$ cat src/rtl/seg7_scan_decode.sv
// Purpose: decode a multiplexed active-low 7-segment bus back into a frame of hex nibbles.
// Latency: a digit held from edge t is captured at edge t+2+STABLE; a completing capture raises VALID one edge later.
// Backpressure: VALID holds the frame until READY; scanning continues into the slots meanwhile.
module seg7_scan_decode #(
   parameter int NDIG   = 4,
   parameter int STABLE = 16
) (
   input  logic              CLK,
   input  logic              nRST,
   input  logic [7:0]        nSEG,
   input  logic [NDIG-1:0]   nDIG,
   output logic [4*NDIG-1:0] DOUT,
   output logic [NDIG-1:0]   DP,
   output logic [NDIG-1:0]   ERR,
   output logic              VALID,
   input  logic              READY
);
   localparam int W  = 8 + NDIG;
   localparam int KW = (NDIG > 1) ? $clog2(NDIG) : 1;

   typedef enum logic {COLLECT = 1'b0, HOLD = 1'b1} state_t;

   logic [W-1:0]             s1_q, s2_q, s3_q;
   logic [7:0]               cnt_q, cnt_d;
   logic [7:0]               seg_s;
   logic [NDIG-1:0]          dig_s, dig_low;
   logic                     one_low, cap;
   logic [KW-1:0]            k;
   logic [4:0]               dec;
   logic [NDIG-1:0]          cap_mask;
   logic [NDIG-1:0][3:0]     nib_q;
   logic [NDIG-1:0]          dp_slot_q, err_slot_q;
   logic [NDIG-1:0]          seen_q, seen_d;
   logic                     full, load;
   state_t                   state_q;
   logic [4*NDIG-1:0]        dout_q;
   logic [NDIG-1:0]          dp_q, err_q;
   logic                     valid_q;

   // Legal codes map to their hex value; anything else flags an error with nibble 0.
   function automatic logic [4:0] decode7(input logic [6:0] seg);
      case (seg)
         7'h40: return 5'h00;
         7'h79: return 5'h01;
         7'h24: return 5'h02;
         7'h30: return 5'h03;
         7'h19: return 5'h04;
         7'h12: return 5'h05;
         7'h02: return 5'h06;
         7'h58: return 5'h07;
         7'h00: return 5'h08;
         7'h10: return 5'h09;
         7'h08: return 5'h0A;
         7'h03: return 5'h0B;
         7'h27: return 5'h0C;
         7'h21: return 5'h0D;
         7'h06: return 5'h0E;
         7'h0E: return 5'h0F;
         default: return 5'h10;
      endcase
   endfunction

   assign seg_s   = s2_q[W-1:NDIG];
   assign dig_s   = s2_q[NDIG-1:0];
   assign dig_low = ~dig_s;

   // Stability counter restarts on any change of the synchronised pair and saturates at STABLE.
   always_comb begin
      cnt_d = cnt_q;
      if (s2_q != s3_q) begin
         cnt_d = 8'd0;
      end else if (cnt_q != 8'(STABLE)) begin
         cnt_d = cnt_q + 8'd1;
      end
   end

   // Two-flop synchroniser plus a history stage used for change detection.
   always_ff @(posedge CLK or negedge nRST) begin
      if (!nRST) begin
         s1_q  <= '1;
         s2_q  <= '1;
         s3_q  <= '1;
         cnt_q <= 8'd0;
      end else begin
         s1_q  <= {nSEG, nDIG};
         s2_q  <= s1_q;
         s3_q  <= s2_q;
         cnt_q <= cnt_d;
      end
   end

   // Locate the single low strobe and decide whether this edge captures.
   always_comb begin
      k       = '0;
      one_low = (dig_low != '0) && ((dig_low & (dig_low - NDIG'(1))) == '0);
      for (int i = 0; i < NDIG; i++) begin
         if (dig_low[i]) k = KW'(i);
      end
      cap      = (s2_q == s3_q) && (cnt_q == 8'(STABLE - 1)) && one_low;
      cap_mask = cap ? (NDIG'(1) << k) : '0;
      dec      = decode7(seg_s[6:0]);
   end

   // A frame loads when all slots are seen and the output register is free or being accepted;
   // a capture on the load edge starts the next frame.
   always_comb begin
      full   = &seen_q;
      load   = full && ((state_q == COLLECT) || READY);
      seen_d = load ? cap_mask : (seen_q | cap_mask);
   end

   // Per-digit slots, overwritten by each newer capture of the same position.
   always_ff @(posedge CLK or negedge nRST) begin
      if (!nRST) begin
         nib_q      <= '0;
         dp_slot_q  <= '0;
         err_slot_q <= '0;
         seen_q     <= '0;
      end else begin
         if (cap) begin
            nib_q[k]      <= dec[3:0];
            err_slot_q[k] <= dec[4];
            dp_slot_q[k]  <= ~seg_s[7];
         end
         seen_q <= seen_d;
      end
   end

   // Output control: COLLECT waits for a full frame, HOLD freezes it until accepted.
   always_ff @(posedge CLK or negedge nRST) begin
      if (!nRST) begin
         state_q <= COLLECT;
         dout_q  <= '0;
         dp_q    <= '0;
         err_q   <= '0;
         valid_q <= 1'b0;
      end else begin
         case (state_q)
            COLLECT: begin
               if (full) begin
                  dout_q  <= nib_q;
                  dp_q    <= dp_slot_q;
                  err_q   <= err_slot_q;
                  valid_q <= 1'b1;
                  state_q <= HOLD;
               end
            end
            HOLD: begin
               if (READY) begin
                  if (full) begin
                     dout_q  <= nib_q;
                     dp_q    <= dp_slot_q;
                     err_q   <= err_slot_q;
                  end else begin
                     valid_q <= 1'b0;
                     state_q <= COLLECT;
                  end
               end
            end
            default: state_q <= COLLECT;
         endcase
      end
   end

   assign DOUT  = dout_q;
   assign DP    = dp_q;
   assign ERR   = err_q;
   assign VALID = valid_q;

endmodule

$ cat config.mk
export PLATFORM = sky130hd
export DESIGN_NAME = seg7_scan_decode
export DESIGN_NICKNAME = d
export VERILOG_FILES = /design/src/rtl/seg7_scan_decode.sv
export SDC_FILE = /design/constraint.sdc
export NUM_CORES = 1
export LEC_CHECK = 0
export ABC_AREA = 1
export BUFFER_PORTS_ARGS = -buffer_cell sky130_fd_sc_hd__buf_2
export CAP_MARGIN = 20
export CORE_MARGIN = 3
export CORE_UTILIZATION = 53
export DETAILED_ROUTE_END_ITERATION = 8
export GPL_TIMING_DRIVEN = 0
export PLACE_DENSITY = 0.79
export SLEW_MARGIN = 20
export SYNTH_ARGS = -nofsm -noshare
export SYNTH_HDL_FRONTEND = slang
export SYNTH_SLANG_ARGS = --single-unit
$ cat constraint.sdc
create_clock -name CLK -period 1.84 [get_ports CLK]
set_clock_uncertainty 0.2 [all_clocks]
set_input_delay 0.276 -clock CLK [delete_from_list [all_inputs] [get_ports CLK]]
set_output_delay 0.276 -clock CLK [all_outputs]
set_load 0.05 [all_outputs]
==> results_dict.tcl, run 1 <==
set metrics [dict create \
    nets 576 \
    cts_buffer_depth 2 \
    leakage_nw 2.75 \
    path_clk_slew_ps 90 \
    violations "negative setup slack" \
    drcViolationCount 0 \
    cts_inserted_buffers 9 \
    grt_first_pass_wirelength_um 13500 \
    ios 40 \
    layout_commonest_cell "nand2_1" \
    ys_seq_elements 98 \
    ys_seq_area_share_pct 61.0 \
    cts_htree_levels 3 \
    total_power_w 0.00398 \
    syn_to_final_growth_pct 25.1 \
    path_max_fanout 7 \
    track_usage_pct 19.4 \
    initial_core_util_pct 55.5 \
    synthesis.area_um2 4090 \
    hold_viol 0 \
    antenna_found_initial 0 \
    grt_pass1_vias 3122 \
    ant_nets 0 \
    num_antenna_cells 0 \
    maxClockFrequency_mhz 507 \
    rows 31 \
    drive_gt1_share_pct 30.3 \
    path_cells "xnor2_2 > nand2_2 > nor2_4 > inv_2 > nor2_4 > nand4_1 > buf_6 > nand2_2 > nand2_1" \
    io_buffers 39 \
    syn_nets 491 \
    hp-class "primary input to flop" \
    die_y_um 93.9 \
    grt_setup_unrepaired "yes" \
    required_ps 1890 \
    vias 3260 \
    outcome "finished with violations" \
    firstDrtPassIters 5 \
    place_congestion 0.872 \
    dp_hpwl_um 5400 \
    cpPeakStageDelay_ps 600 \
    vias_per_cell 4.92 \
    coreArea_um2 7370 \
    hold_slack_ps 76.0 \
    cap_viol_max_count 0 \
    dr.first_iter.drc_count 174 \
    grt_max_degree 52 \
    drt-total-wl_um 8140 \
    grt_remaining_overflow 0 \
    period_minus_slack_ps 1970 \
    finalCritPeriodShare_pct 107 \
    startpoint_type "flop" \
    arrival_ps 2020 \
    yosysUniqueCellTypes 26 \
    cts.sinks 98 \
    max_slew_margin_pct 67.4 \
    worst_slack_ps -133 \
    worst_path_max_delay_cell "dfstp_2" \
    dpl_worst_slack_ps -401 \
    final_cell_mix "193 x nand2_1, 62 x dfrtp_1, 38 x buf_2" \
    cts_tree "yes" \
    die-area_um2 8810 \
    ys.warnings.count 0 \
    syn_inst 474 \
    clock_latency_ps 350 \
    syn_avg_cell_area_um2 8.63 \
    crit_type "flop to flop" \
    wl_per_cell_um 12.3 \
    setup_viol 34 \
    power_density_nw_per_um2 778 \
    critPathCaptureType "flop" \
    slew_viol_final 0 \
    die_width_um 93.9 \
    cts_root_buf "clkbuf_8" \
    worst_pin_slew_ps 487 \
    vdd_ir_drop_max_mv 0.516 \
]
## critical path, delay by kind of cell, from the launching register on
kind                   cells  cell delay, ps
flip-flops                 1             600
XOR/XNOR                   1             150
AND/OR/NAND/NOR            6             690
buffers and inverters      2             230
## routing by layer
layer  wire length, µm  vias to the layer above  track usage, %
met5                 0                        -               0
met2              4130                       85            33.0
met3               355                       14            4.73
met4               163                        0            7.34
met1              3490                     1543            23.8
li1                  -                     1618               -
## path summary, 6_finish.rpt
kind                       startpoint       end  slack, ps  cells after the start
min in group asynchronous        nRST  DOUT[13]        220                      2
max                          s2_q[10]  nib_q[1]       -130                      9
max in group asynchronous        nRST   s1_q[3]        570                      3
min                             READY   state_q         80                      4
min reg2reg                   s1_q[3]   s2_q[3]        160                      0
max reg2reg                  s2_q[10]  nib_q[1]       -130                      9
## final cells by class
class | count | area, µm²
flip-flops and latches | 98 | 2500
clock inverters | 4 | 47.5
well taps | 99 | 124
clock buffers | 12 | 165
inverters | 44 | 171
fillers | 577 | 2250
multi-input cells | 327 | 1550
repair buffers | 74 | 536
plain buffers | 5 | 33.8
## report_power, final
part	switching, W	internal (W)
Sequential	0.0000350	0.00223
Clock	0.000692	0.000738
Combinational	0.000178	0.000106
## cell usage after synthesis
master / number / area share (%)
nand2_1: 218 / 20
dfrtp_1: 62 / 38
nor2_1: 43 / 3.9
inv_1: 41 / 3.8
dfstp_2: 36 / 23
nand3_1: 24 / 2.9
a21oi_1: 7 / 0.86
o21ai_0: 5 / 0.61
xnor2_1: 5 / 1.1
nand4_1: 4 / 0.61
nor3_1: 4 / 0.49
o21ai_1: 4 / 0.49
nand3_2: 3 / 0.73
buf_4: 2 / 0.37
clkbuf_1: 2 / 0.18
ha_1: 2 / 0.61
inv_2: 2 / 0.18
nor2_4: 2 / 0.55
a211oi_1: 1 / 0.18
a31oi_1: 1 / 0.15
buf_6: 1 / 0.28
clkinv_1: 1 / 0.092
nand3b_1: 1 / 0.18
nor2_2: 1 / 0.15
nor3_4: 1 / 0.40
nor4_1: 1 / 0.15
## metrics by stage
stage          area (µm²)  instances  utilization [%]  TNS [ps]
6_report             5120        663             69.5     -2570
5_1_grt              5120        663             69.5     -5370
4_1_cts              5000        657             67.8     -1830
3_5_place_dp         4450        613             60.3    -13230
3_3_place_gp         4410        612             59.9    -43930
2_1_floorplan        4090        474                -         0
## logic make-up after synthesis
group | Yosys count | share of synthesized area, %
and+or+nand+nor | 302 | 30.1
DFF | 98 | 61.0
AOI/OAI and AO/OA | 18 | 2.29
xor gates and xnor gates | 5 | 1.07
buffers and inverters | 49 | 4.86
adders and majority gates | 2 | 0.611
## registers in the layout, indices dropped and copies added (netlist names)
name	cells
ERR	4
s3_q	12
state_q	1
dp_slot_q	4
VALID	1
DP	4
s2_q	12
seen_q	4
nib_q	16
DOUT	16
err_slot_q	4
s1_q	12
cnt_q	8
## timing repair
item                                    CTS  global route
resized for setup                        32            29
buffers inserted                         15             5
hold endpoints to repair                 59             0
cloned                                    0             1
pin swaps                                10            15
hold buffers                             13             0
endpoints found under the setup margin   54            56
(Power assumes the default switching activity.)
==> inputs of run 2 (changes only) <==
Settings changed: CELL_PAD_IN_SITES_DETAIL_PLACEMENT from default to 1, CELL_PAD_IN_SITES_GLOBAL_PLACEMENT from default to 1, CORE_UTILIZATION 53 to 40, PLACE_DENSITY 0.79 to 0.78.
==> run 2 against run 1 <==
  * The flow still finishes with violations (negative setup slack)
  * Combinational power rose by 13%
  * Total power rose by 2.3%
  * Flip-flop and latch count did not move
  * Design area rose by 4.8%
  * Core utilization fell by 15 points
  * Die area rose by 30%
  * Routed wire length rose by 21%
  * Register-to-register slack improved by 50 ps
  * First-iteration DRC count fell by 47%
  * Critical path type unchanged
  * Critical endpoint is now nib_q[3]
  * Largest cell class unchanged
  * Highest routed layer unchanged
==> results_dict.tcl, run 2 (synthesis results as in run 1) <==
set metrics [dict create \
    outcome "finished with violations" \
    violations "negative setup slack" \
    cts_inserted_buffers 9 \
    power_density_nw_per_um2 759 \
    dr.first_iter.drc_count 92 \
    rows 36 \
    tns_ps -1280 \
    clock_latency_ps 380 \
    io_buffers 39 \
    vias_per_cell 4.75 \
    arrival_ps 2040 \
    leakage_nw 2.80 \
    cts_htree_levels 3 \
    vdd_ir_drop_max_mv 0.449 \
    placed_area_um2 4490 \
    multi_input_area_um2 1700 \
    drt-total-wl_um 9860 \
    firstDrtPassIters 4 \
    cpPeakStageDelay_ps 590 \
    ios 40 \
    antenna_found_initial 0 \
    setup_viol 24 \
    coreArea_um2 9860 \
    num_antenna_cells 0 \
    path_clk_slew_ps 90 \
    grt_max_degree 84 \
    syn_to_final_growth_pct 31.2 \
    crit_buf_inv 2 \
    ant_nets 0 \
    max_slew_margin_pct 72.8 \
    nets 582 \
    period_minus_slack_ps 1920 \
    hold_viol 0 \
    dp_hpwl_um 6400 \
    grt_remaining_overflow 0 \
    required_ps 1960 \
    wl_per_cell_um 14.0 \
    layout_commonest_cell "nand2_1" \
    slew_viol_final 0 \
    vias 3338 \
    crit_type "flop to flop" \
    grt_first_pass_wirelength_um 16300 \
    cts_buffer_depth 2 \
    worst_slack_ps -81.7 \
    startpoint_type "flop" \
    initial_core_util_pct 41.5 \
    path_max_fanout 4 \
    final_area_um2 5370 \
    dpl.cell_count 647 \
    cts_root_buf "clkbuf_8" \
    drcViolationCount 0 \
    cts_tree "yes" \
    worst_path_max_delay_cell "dfstp_2" \
    cts.sinks 98 \
    final_cell_mix "178 x nand2_1, 62 x dfrtp_1, 38 x buf_2" \
    grt_setup_unrepaired "yes" \
    critPathCaptureType "flop" \
    finalCritPeriodShare_pct 104 \
    place_congestion 0.790 \
    die_width_um 107 \
    grt_pass1_vias 3556 \
    die-area_um2 11500 \
    drive_gt1_share_pct 37.6 \
    maxClockFrequency_mhz 520 \
    cp_top_family "simple AND/OR/NAND/NOR gates" \
    cap_viol_max_count 0 \
    path_cells "buf_4 > nand2_1 > nor3_1 > nor2_2 > nand2_2 > buf_4 > nand3_1 > nand2_2" \
    hp-class "primary input to asynchronous set/reset pin" \
    die_y_um 107 \
    nFillCells 1159 \
    seqCellArea_um2 2500 \
    worst_pin_slew_ps 408 \
    track_usage_pct 17.9 \
    stdcell_count 702 \
]
[run 2: area by class of cell]
class	instances	area share, %
clock inverter	6	1.54
tap	133	3.10
buffer	5	0.653
inverter	44	3.29
sequential	98	46.5
clock buffer	9	2.31
multi-input combinational	327	31.6
timing repair buffer	80	11.0
[run 2: power by group]
group	internal (W)	total, W	switching (W)
sequential	0.00223	0.00227	0.0000368
clock	0.000751	0.00148	0.000733
combinational	0.000121	0.000322	0.000201
total	0.00311	0.00408	0.000970
[run 2: metal layers]
| metal | vias to the layer above | part of all wire [%] | track usage (%) |
|---|---|---|---|
| li1 | 1638 | - | - |
| met4 | 0 | 2.0 | 7.85 |
| met1 | 1636 | 42 | 21.4 |
| met3 | 15 | 2.6 | 3.01 |
| met2 | 49 | 53 | 31.7 |
| met5 | - | 0 | 0 |
[run 2: what timing repair did]
action,CTS,global route
setup buffers,15,11
pin swaps,10,43
gates cloned,0,1
gates resized for setup,35,77
hold buffers,13,0
endpoints found under the hold margin,74,0
setup endpoints to repair,55,55
[run 2: per-stage QoR]
| step | worst slack, ps | util [%] | power, W | hold WS (ps) |
|---|---|---|---|---|
| after floorplan | 55.1 | - | 0.00242 | -220 |
| after global placement | -612 | 45.2 | 0.00250 | 146 |
| after detailed placement | -406 | 45.5 | 0.00253 | -88.9 |
| after CTS | -96.4 | 51.2 | 0.00407 | 71.5 |
| after global routing | -193 | 54.4 | 0.00426 | 76.9 |
| final | -81.7 | 54.4 | 0.00408 | 82.5 |
[run 2: worst register-to-register path, cell delays in order (launching register included)]
cell     delay [ps]
dfstp_2         590
buf_4           120
nand2_1          80
nor3_1          340
nor2_2          100
nand2_2         140
buf_4           150
nand3_1          90
nand2_2          80
[run 2: worst paths after layout]
| path | to | from | depth (start not counted) | slack [ps] |
|---|---|---|---|---|
| worst max-delay path | nib_q[3] | s2_q[5] | 8 | -80 |
| worst min-delay path | VALID | nRST | 2 | 80 |
| worst max register to register | nib_q[3] | s2_q[5] | 8 | -80 |
| worst min register to register | s2_q[9] | s1_q[9] | 0 | 160 |
| max in group asynchronous | s2_q[8] | nRST | 3 | 680 |
| min in group CLK | state_q | READY | 4 | 80 |
==> inputs of run 3 (changes only) <==
Settings changed: CORE_MARGIN 3 to 5, CORE_UTILIZATION 40 to 35, PLACE_DENSITY 0.78 to 0.7.
==> run 3 against run 2 <==
  * The run still ends with negative setup slack left
  * First-iteration DRC count up 2.2%
  * Sequential power about the same
  * Die area increased by 22%
  * Worst setup slack worse by 56 ps
  * Non-clock buffer count decreased by 7
  * Register-to-register slack got worse by 60 ps
  * Cell count rose by 0.71%
  * Combinational power down 12%
  * Clock-buffer cell count increased by 5
  * Critical path depth is 5 higher
  * Critical path type unchanged
  * Critical endpoint is now nib_q[6]
  * Largest cell class unchanged
==> results_dict.tcl, run 3 (synthesis results as in run 1) <==
set metrics [dict create \
    worst_slack_ps -137 \
    hold_viol 0 \
    die_y_um 118 \
    path_clk_slew_ps 70 \
    cpPeakStageDelay_ps 590 \
    startpoint_type "flop" \
    cts_root_buf "clkbuf_16" \
    path_cells "inv_4 > nand2_2 > nand2_2 > inv_2 > nand2_2 > nor2_4 > inv_2 > nor2_4 > buf_12 > nand3_4 > inv_4 > nand2_2 > nand2_1" \
    arrival_ps 2060 \
    rr_worst_depth 13 \
    cap_viol_max_count 0 \
    grt_max_degree 51 \
    total_power_w 0.00434 \
    max_slew_margin_pct 70.0 \
    die-area_um2 14000 \
    num_antenna_cells 0 \
    slew_viol_final 0 \
    cts_buffer_depth 2 \
    dr.first_iter.drc_count 94 \
    crit_buf_inv 5 \
    vias_per_cell 4.60 \
    period_minus_slack_ps 1980 \
    vias 3250 \
    initial_core_util_pct 35.8 \
    ios 40 \
    drcViolationCount 0 \
    grt_remaining_overflow 0 \
    die_width_um 118 \
    place_congestion 0.778 \
    nets 576 \
    leakage_nw 2.77 \
    grt_setup_unrepaired "yes" \
    track_usage_pct 14.2 \
    wl_per_cell_um 13.5 \
    maxClockFrequency_mhz 506 \
    coreArea_um2 11400 \
    finalCritPeriodShare_pct 107 \
    cp_top_family "simple AND/OR/NAND/NOR gates" \
    min_to "state_q" \
    antenna_found_initial 0 \
    path_max_fanout 5 \
    final_cell_mix "188 x nand2_1, 62 x dfrtp_1, 38 x buf_2" \
    grt_pass1_vias 3417 \
    hold_slack_ps 94.7 \
    critPathCaptureType "flop" \
    ant_nets 0 \
    r2r_slack_ps -140 \
    syn_to_final_growth_pct 29.1 \
    r2r-start "s2_q[6]" \
    setup_viol 31 \
    clock_latency_ps 340 \
    critPathMostFrequentCell "nand2_2" \
    cts_htree_levels 3 \
    cts_inserted_buffers 9 \
    rows 39 \
    power_density_nw_per_um2 821 \
    dp_hpwl_um 6550 \
    crit_type "flop to flop" \
    cts.sinks 98 \
    io_buffers 39 \
    placed_area_um2 4500 \
    nFillCells 1349 \
    drive_gt1_share_pct 31.7 \
    worst_path_max_delay_cell "dfstp_2" \
    regToRegEndpoint "nib_q[6]" \
    required_ps 1920 \
    final_area_um2 5280 \
    min-delay-start "READY" \
    hold-path-cell-count 4 \
    layout_commonest_cell "nand2_1" \
    drt-total-wl_um 9570 \
    violations "negative setup slack" \
    outcome "finished with violations" \
    cts_tree "yes" \
    firstDrtPassIters 4 \
    vdd_ir_drop_max_mv 0.570 \
    worst_pin_slew_ps 449 \
    hp-class "primary input to flop" \
    grt_first_pass_wirelength_um 16200 \
]
[run 3: changes by cell type in the layout (fill, tap and decap cells not counted), sizes merged]
cell      previous run  this run
buf                 70        63
clkbuf              11        16
clkinv               5         0
bufinv               2         0
clkinvlp             0         2
inv                 43        44
nand3               27        28
[run 3: cell type report]
cell class	instances	area (µm²)	share of cell area, %
clock buffers	14	264	5.00
inverters	44	176	3.34
flip-flops and latches	98	2500	47.3
repair buffers	73	541	10.2
clock inverters	2	13.8	0.260
well taps	143	179	3.39
plain buffers	5	33.8	0.639
multi-input cells	328	1580	29.9
[run 3: what timing repair did]
action                                  in CTS  in global routing
hold buffers                                13                  0
gates resized for setup                     30                 42
pin swaps                                    8                 23
gates cloned                                 0                  2
endpoints found under the hold margin       33                  0
buffers inserted                            10                  9
endpoints found under the setup margin      55                 47
[run 3: worst max-delay path by stage]
stage	endpoint	slack, ps	depth (start not counted)	from
final	nib_q[6]	-140	13	s2_q[6]
after global routing	nib_q[6]	-270	13	s2_q[6]
after CTS	nib_q[10]	-150	12	s2_q[3]
after detailed placement	dp_slot_q[0]	-450	11	s2_q[3]
after global placement	cnt_q[3]	-680	1	nRST
after floorplan	dp_slot_q[2]	60	11	s2_q[3]
[run 3: per-stage QoR]
| step | util [%] | cells | worst slack, ps | setup TNS (ps) |
|---|---|---|---|---|
| 2_1_floorplan | - | 474 | 55.1 | 0 |
| 3_3_place_gp | 39.1 | 656 | -677 | -58480 |
| 3_5_place_dp | 39.4 | 657 | -446 | -15390 |
| 4_1_cts | 44.5 | 696 | -155 | -3650 |
| 5_1_grt | 46.3 | 707 | -271 | -6590 |
| 6_report | 46.3 | 707 | -137 | -2490 |
[run 3: power by group]
part / internal (W) / switching [W] / total, W / leakage, nW
clock: 0.000994 / 0.000786 / 0.00178 / 0.133
combinational: 0.000102 / 0.000182 / 0.000283 / 1.40
sequential: 0.00224 / 0.0000384 / 0.00227 / 1.24
[run 3: tightest hold or removal path: stages]
cell	delay [ps]
buf_2	80
nor2_1	50
nor2_1	140
inv_1	50
[run 3: layer usage]
metal	wire length (µm)	track usage, %
met5	0	0
met4	233	7.03
met1	4110	17.0
met3	332	3.20
met2	4900	24.1
